[src/rtl/seq_det_ctrl.sv]
// Run-control and configuration for the serial pattern detector: programmable
// pattern/length/overlap, windowed runs, match pulse and count, level irq.
module seq_det_ctrl #(
    parameter int PAT_W = 5,
    parameter int CNT_W = 8,
    parameter int WIN_W = 16
) (
    input  logic             clk,
    input  logic             reset_n,
    input  logic             cfg_we,
    input  logic [PAT_W-1:0] cfg_pattern,
    input  logic [3:0]       cfg_len,
    input  logic             cfg_overlap,
    input  logic [WIN_W-1:0] cfg_window,
    input  logic             start,
    input  logic             abort,
    input  logic             d_in,
    input  logic             d_valid,
    output logic             q_out,
    output logic             busy,
    output logic             done,
    output logic             cfg_err,
    output logic [CNT_W-1:0] match_cnt,
    output logic             irq,
    input  logic             irq_ack
);
    localparam logic [1:0] S_IDLE = 2'd0;
    localparam logic [1:0] S_RUN  = 2'd1;
    localparam logic [1:0] S_DONE = 2'd2;

    localparam logic [3:0]       PAT_MAX = 4'(PAT_W);
    localparam logic [3:0]       DEF_LEN = (PAT_W < 5) ? 4'(PAT_W) : 4'd5;
    localparam logic [PAT_W-1:0] DEF_PAT = PAT_W'(5'b10101);
    localparam logic [CNT_W-1:0] CNT_MAX = '1;

    logic [1:0]       state;
    logic [PAT_W-1:0] pat_r;
    logic [3:0]       len_r;
    logic             ovl_r;
    logic [WIN_W-1:0] win_r;
    logic [PAT_W-1:0] hist;
    logic [3:0]       bits_seen;
    logic [WIN_W-1:0] win_cnt;

    // Reset asserts asynchronously but is released on a clock edge.
    logic [1:0] rst_sync;
    logic       rst_n;
    always_ff @(posedge clk or negedge reset_n) begin
        if (!reset_n) rst_sync <= 2'b00;
        else          rst_sync <= {rst_sync[0], 1'b1};
    end
    assign rst_n = rst_sync[1];

    logic [PAT_W-1:0] hist_next;
    logic [PAT_W-1:0] len_mask;
    logic [3:0]       seen_next;
    logic             hit;
    logic             last_bit;
    logic             cfg_ok;

    always_comb begin
        hist_next = PAT_W'({hist, d_in});
        len_mask  = '0;
        for (int i = 0; i < PAT_W; i++) len_mask[i] = (4'(i) < len_r);
        seen_next = (bits_seen == PAT_MAX) ? bits_seen : bits_seen + 4'd1;
        hit       = (seen_next >= len_r) && (((hist_next ^ pat_r) & len_mask) == '0);
        last_bit  = (win_r != '0) && (win_cnt == WIN_W'(1));
        cfg_ok    = (cfg_len != 4'd0) && (cfg_len <= PAT_MAX);
    end

    assign busy = (state == S_RUN);
    assign done = (state == S_DONE);

    always_ff @(posedge clk or negedge rst_n) begin
        if (!rst_n) begin
            state     <= S_IDLE;
            pat_r     <= DEF_PAT;
            len_r     <= DEF_LEN;
            ovl_r     <= 1'b1;
            win_r     <= '0;
            hist      <= '0;
            bits_seen <= '0;
            win_cnt   <= '0;
            match_cnt <= '0;
            q_out     <= 1'b0;
            cfg_err   <= 1'b0;
            irq       <= 1'b0;
        end else begin
            q_out   <= 1'b0;
            cfg_err <= 1'b0;
            if (cfg_we) begin
                if (state == S_IDLE && cfg_ok) begin
                    pat_r <= cfg_pattern;
                    len_r <= cfg_len;
                    ovl_r <= cfg_overlap;
                    win_r <= cfg_window;
                end else begin
                    cfg_err <= 1'b1;
                end
            end
            case (state)
                S_IDLE: begin
                    if (start) begin
                        state     <= S_RUN;
                        hist      <= '0;
                        bits_seen <= '0;
                        match_cnt <= '0;
                        win_cnt   <= win_r;
                    end
                end
                S_RUN: begin
                    // Abort beats everything, including a final window bit.
                    if (abort) begin
                        state <= S_IDLE;
                    end else if (d_valid) begin
                        if (hit) begin
                            q_out <= 1'b1;
                            if (match_cnt != CNT_MAX) match_cnt <= match_cnt + 1'b1;
                        end
                        if (hit && !ovl_r) begin
                            hist      <= '0;
                            bits_seen <= '0;
                        end else begin
                            hist      <= hist_next;
                            bits_seen <= seen_next;
                        end
                        if (win_r != '0) win_cnt <= win_cnt - 1'b1;
                        if (last_bit) begin
                            state <= S_DONE;
                            irq   <= 1'b1;
                        end
                    end
                end
                S_DONE: begin
                    if (irq_ack && irq) begin
                        irq   <= 1'b0;
                        state <= S_IDLE;
                    end
                end
                default: state <= S_IDLE;
            endcase
        end
    end
endmodule

[config.mk]
export PLATFORM = sky130hd
export DESIGN_NAME = seq_det_ctrl
export DESIGN_NICKNAME = d
export VERILOG_FILES = /design/src/rtl/seq_det_ctrl.sv
export SDC_FILE = /design/constraint.sdc
export NUM_CORES = 1
export LEC_CHECK = 0
export CORE_UTILIZATION = 40
export CTS_BUF_LIST = sky130_fd_sc_hd__clkbuf_16
export CTS_CLUSTER_SIZE = 28
export DETAILED_ROUTE_END_ITERATION = 10
export PLACE_DENSITY_LB_ADDON = 0.05
export SLEW_MARGIN = 10
export SYNTH_ARGS = -nofsm -noshare
export SYNTH_HDL_FRONTEND = slang
export SYNTH_SLANG_ARGS = --single-unit
[constraint.sdc]
create_clock -name clk -period 5.38 [get_ports clk]
set_clock_uncertainty 0.2 [all_clocks]
set_input_delay 0.538 -clock clk [delete_from_list [all_inputs] [get_ports clk]]
set_output_delay 0.538 -clock clk [all_outputs]
set_load 0.01 [all_outputs]
==> run summary <==
Number of storage elements in the synthesis netlist: 65. At the end of the flow, the number of nets in the layout was 415. 0 antenna diodes ended up in the layout. In the synthesized netlist, the number of instances is 325. Via count of the first global-routing pass: 2507. The simple-gate share of the synthesized area is 0.1616. In the routed design, unresolved DRC markers number 0. The clock period could shrink to 3.103 ns. The number of setup buffers added after CTS is 0. Counting tap cells, the placed design contains a total of 463 instances. The tools report the final setup violation count as 0. The multiplexer share of the synthesized area was 0.09312.

The proportion of register bits with asynchronous set or reset after synthesis was 1.000; the number of library cell types mapped by synthesis was 55. The worst relative slew slack came out at 0.4545. The logs give 9 for the number of buffers added by the clock tree synthesis step and 150 for the violation count after the first detailed-route iteration. The run gives 0 as the max-slew violation total from the final report. The number of buffers between clock root and the deepest sink was 2; the clock-pin slew reported for the worst setup and hold paths after clock tree synthesis was 0.06 ns. The floorplan step set the die width to 93.46 um. The synthesized-area fraction occupied by ao, oa, aoi and oai cells came out at 0.1784. The share of post-route cells with drive strength above 1 was 0.1061.

The post-synthesis share of cell area spent on xor and xnor gates is 0.01832, and the number of input and output port buffers inserted is 46. Summed over all cells, the static leakage comes to 1.733 nW. After floorplanning, the core was divided into 32 placement rows.

The transition at the pin with the smallest max-transition slack was 0.8183 ns; the pin count of the biggest net entering global routing was 64. The total negative setup slack came out at 0 ns. The worst setup path is of the reg -> reg kind.

At the later pin of the worst-skew pair, clock insertion delay measures 0.33 ns. The count of nets left with antenna violations once routing finished came out at 0. STA classifies the critical path endpoint as a flip-flop. The flow ran to the end, and the final reports show no timing, DRC or antenna violations.

The number of enable-type register cells in the synthesized netlist works out to 0. The per-cell via count in the routed design was 5.457. The tools report the count of max-cap constraint violations as 0. The detailed router placed 2614 vias in this run. The tools report the hold buffer count at CTS as 0. During I/O placement, the number of pins put on the boundary was 47. The floorplan die area came out at 8734 um^2. The number of filler cells placed in the layout is 725, and the first-pass detailed-route iteration total is 4. Setup repair after global routing left no endpoint under its margin. The first global-routing pass estimated 12.68 mm of wire. The top achievable clock speed is 322.3 MHz.

For the total congestion overflow, the log shows 0. From bottom edge to top edge, the die measures 93.46 um. Among all flip-flop cells after synthesis, the most frequent one is sky130_fd_sc_hd__dfrtp_1. The total area inside the core boundary comes to 7888 um^2. The power density over cell area was 430.2 nW/um^2. The part of the cycle the worst path needs is 0.5767, and the wire length reported by the detailed router is 7.487 mm.

Number of warnings issued by yosys: 0. The area after detailed placement was 3906 um^2; the number of hold violations in the final report was 0. The finished layout holds 479 standard cells, fillers aside.

STA puts the critical path data required time at 5.44 ns. TritonCTS built the clock tree. The library cells used most frequently in the layout, excluding fill and tap cells, are sky130_fd_sc_hd__dfrtp_1 (58), sky130_fd_sc_hd__clkdlybuf4s50_1 (46), sky130_fd_sc_hd__nand2_1 (28), sky130_fd_sc_hd__a21oi_1 (25), sky130_fd_sc_hd__nor2_1 (22). The adder-cell share of the synthesized area was 0.03366. The final cell area excluding filler cells was 4203 um^2; the area growth from synthesis to layout was 25.62%.

The tools report the sequential share of the synthesized area as 0.4884. The H-tree was split into 3 levels. The tools report the initial cell density of the core as 0.4242. Synthesized area per cell: 10.29 um^2.

In this run the worst path has a maximum fanout of 9. By area, the combinational part of the netlist is dominated by compound AO/OA/AOI/OAI gates. Initial antenna violation count: 0. When the netlist entered floorplanning its net count stood at 368. The total clock sinks came out at 65. The logs give 3346 um^2 for the post-synthesis cell area and 5.173 mm for the half-perimeter wire length after detailed placement. The tools report the total of cells resized after clock tree synthesis as 0.

Nature of the critical path startpoint: a flip-flop. The congestion estimate from routability-driven global placement came to 0.8186. IR analysis of the VDD net gives a maximum drop of 0.1946 mV. The wire length per cell is 15.63 um. The kind of path behind the tightest hold check was reg -> reg. For the worst setup path, the data arrival time is 3.16 ns. For the aggregate global-route resource usage, the log shows 0.1901. Leaving out fill and tap cells, the most frequent cell in the layout is sky130_fd_sc_hd__dfrtp_1. Root buffer selected by CTS: sky130_fd_sc_hd__clkbuf_16.
==> area by class of cell <==
type                            instances  area, um^2  share of cell area
Multi-Input combinational cell        238        1627              0.3870
Inverter                                9       33.78            0.008038
Clock inverter                          7       71.32             0.01697
Sequential cell                        65        1635              0.3891
Tap cell                              102       127.6             0.03037
Clock buffer                            9       225.2             0.05359
Timing Repair Buffer                   49       483.0              0.1149
==> per-stage QoR <==
step           utilization  hold WS (ns)  setup WS [ns]  total power, mW
2_1_floorplan            -       0.04241          2.790            1.094
3_3_place_gp        0.4952        0.1395          2.441            1.228
3_5_place_dp        0.4952        0.1457          2.329            1.246
4_1_cts             0.5328        0.1585          2.321            1.829
5_1_grt             0.5328        0.1620          2.063            1.935
6_report            0.5328        0.1518          2.277            1.808
==> metal layers <==
layer	global-route usage	wire, um	up-vias
li1	-	-	1289
met5	0	0	-
met3	0.05122	258	8
met4	0.05897	89	0
met1	0.2539	3566	1278
met2	0.3002	3572	39
==> cells by family (layout without fill, tap and decap cells) <==
logic type,count (synthesis),in the layout
other,1,1
adders and majority gates,9,9
and+or+nand+nor,106,106
buffers and inverters,22,74
DFF,65,65
xor gates and xnor gates,7,7
AOI/OAI and AO/OA,87,87
muxes,28,28
==> state kept, by name (all words and copies together) (netlist names) <==
| name | flops |
|---|---|
| win_r | 16 |
| ovl_r | 1 |
| q_out | 1 |
| state | 2 |
| len_r | 4 |
| irq | 1 |
| match_cnt | 8 |
| win_cnt | 16 |
| rst_sync | 2 |
| cfg_err | 1 |
| bits_seen | 4 |
| hist | 4 |
| pat_r | 5 |
==> report_power, final <==
group | total [mW] | switching, mW | internal (mW)
Sequential | 0.763 | 0.133 | 0.630
Combinational | 0.469 | 0.249 | 0.220
Clock | 0.576 | 0.219 | 0.357
==> final timing paths <==
check / startpoint / slack [ns] / depth (start not counted) / to
max in group asynchronous: rst_sync[1] / 4.20 / 1 / match_cnt[6]
hold / removal: rst_sync[0] / 0.15 / 0 / rst_sync[1]
hold reg to reg: rst_sync[0] / 0.15 / 0 / rst_sync[1]
setup / recovery: bits_seen[0] / 2.28 / 10 / bits_seen[0]
min in group asynchronous: reset_n / 0.17 / 1 / rst_sync[0]
setup reg to reg: bits_seen[0] / 2.28 / 10 / bits_seen[0]
==> synth_stat cells (2+ instances only) <==
cell type	number	share of area
sky130_fd_sc_hd__a31oi_1	3	0.0056
sky130_fd_sc_hd__nand3b_1	4	0.0090
sky130_fd_sc_hd__a22o_1	7	0.018
sky130_fd_sc_hd__a21o_1	3	0.0067
sky130_fd_sc_hd__xor2_1	2	0.0052
sky130_fd_sc_hd__mux2_1	21	0.071
sky130_fd_sc_hd__a22oi_1	2	0.0045
sky130_fd_sc_hd__o22ai_1	3	0.0056
sky130_fd_sc_hd__nand2_1	28	0.031
sky130_fd_sc_hd__o2bb2ai_1	2	0.0052
sky130_fd_sc_hd__o21a_1	4	0.0090
sky130_fd_sc_hd__o31a_1	2	0.0052
sky130_fd_sc_hd__nor3_1	10	0.015
sky130_fd_sc_hd__inv_1	8	0.0090
sky130_fd_sc_hd__mux2_2	4	0.013
sky130_fd_sc_hd__a21oi_1	25	0.037
sky130_fd_sc_hd__clkbuf_1	9	0.010
sky130_fd_sc_hd__buf_2	2	0.0030
sky130_fd_sc_hd__nor4_1	9	0.017
sky130_fd_sc_hd__or3_1	3	0.0056
sky130_fd_sc_hd__o21ai_0	5	0.0075
sky130_fd_sc_hd__ha_1	9	0.034
sky130_fd_sc_hd__o311ai_1	2	0.0052
sky130_fd_sc_hd__nand2b_1	9	0.017
sky130_fd_sc_hd__o41ai_2	2	0.0097
sky130_fd_sc_hd__nand3_1	8	0.012
sky130_fd_sc_hd__dfstp_2	6	0.047
sky130_fd_sc_hd__dfrtp_1	59	0.44
sky130_fd_sc_hd__xnor2_1	5	0.013
sky130_fd_sc_hd__or4_1	2	0.0045
sky130_fd_sc_hd__buf_1	2	0.0022
sky130_fd_sc_hd__o21ai_1	16	0.024
sky130_fd_sc_hd__and3_1	3	0.0056
sky130_fd_sc_hd__nor2_1	22	0.025
sky130_fd_sc_hd__mux2i_1	3	0.0090
sky130_fd_sc_hd__nand4_1	2	0.0037
==> worst max-delay path: stages, from the launching register on <==
cell and delay (ns):
sky130_fd_sc_hd__dfrtp_1 0.45, sky130_fd_sc_hd__ha_1 0.25, sky130_fd_sc_hd__nand3b_1 0.20, sky130_fd_sc_hd__nand2_1 0.12
sky130_fd_sc_hd__ha_1 0.29, sky130_fd_sc_hd__o21a_1 0.17, sky130_fd_sc_hd__o22ai_1 0.27, sky130_fd_sc_hd__a311oi_1 0.09
sky130_fd_sc_hd__a21oi_1 0.66, sky130_fd_sc_hd__a21oi_1 0.17, sky130_fd_sc_hd__a31oi_1 0.16
Note: power is estimated with default switching activity, not from simulation.
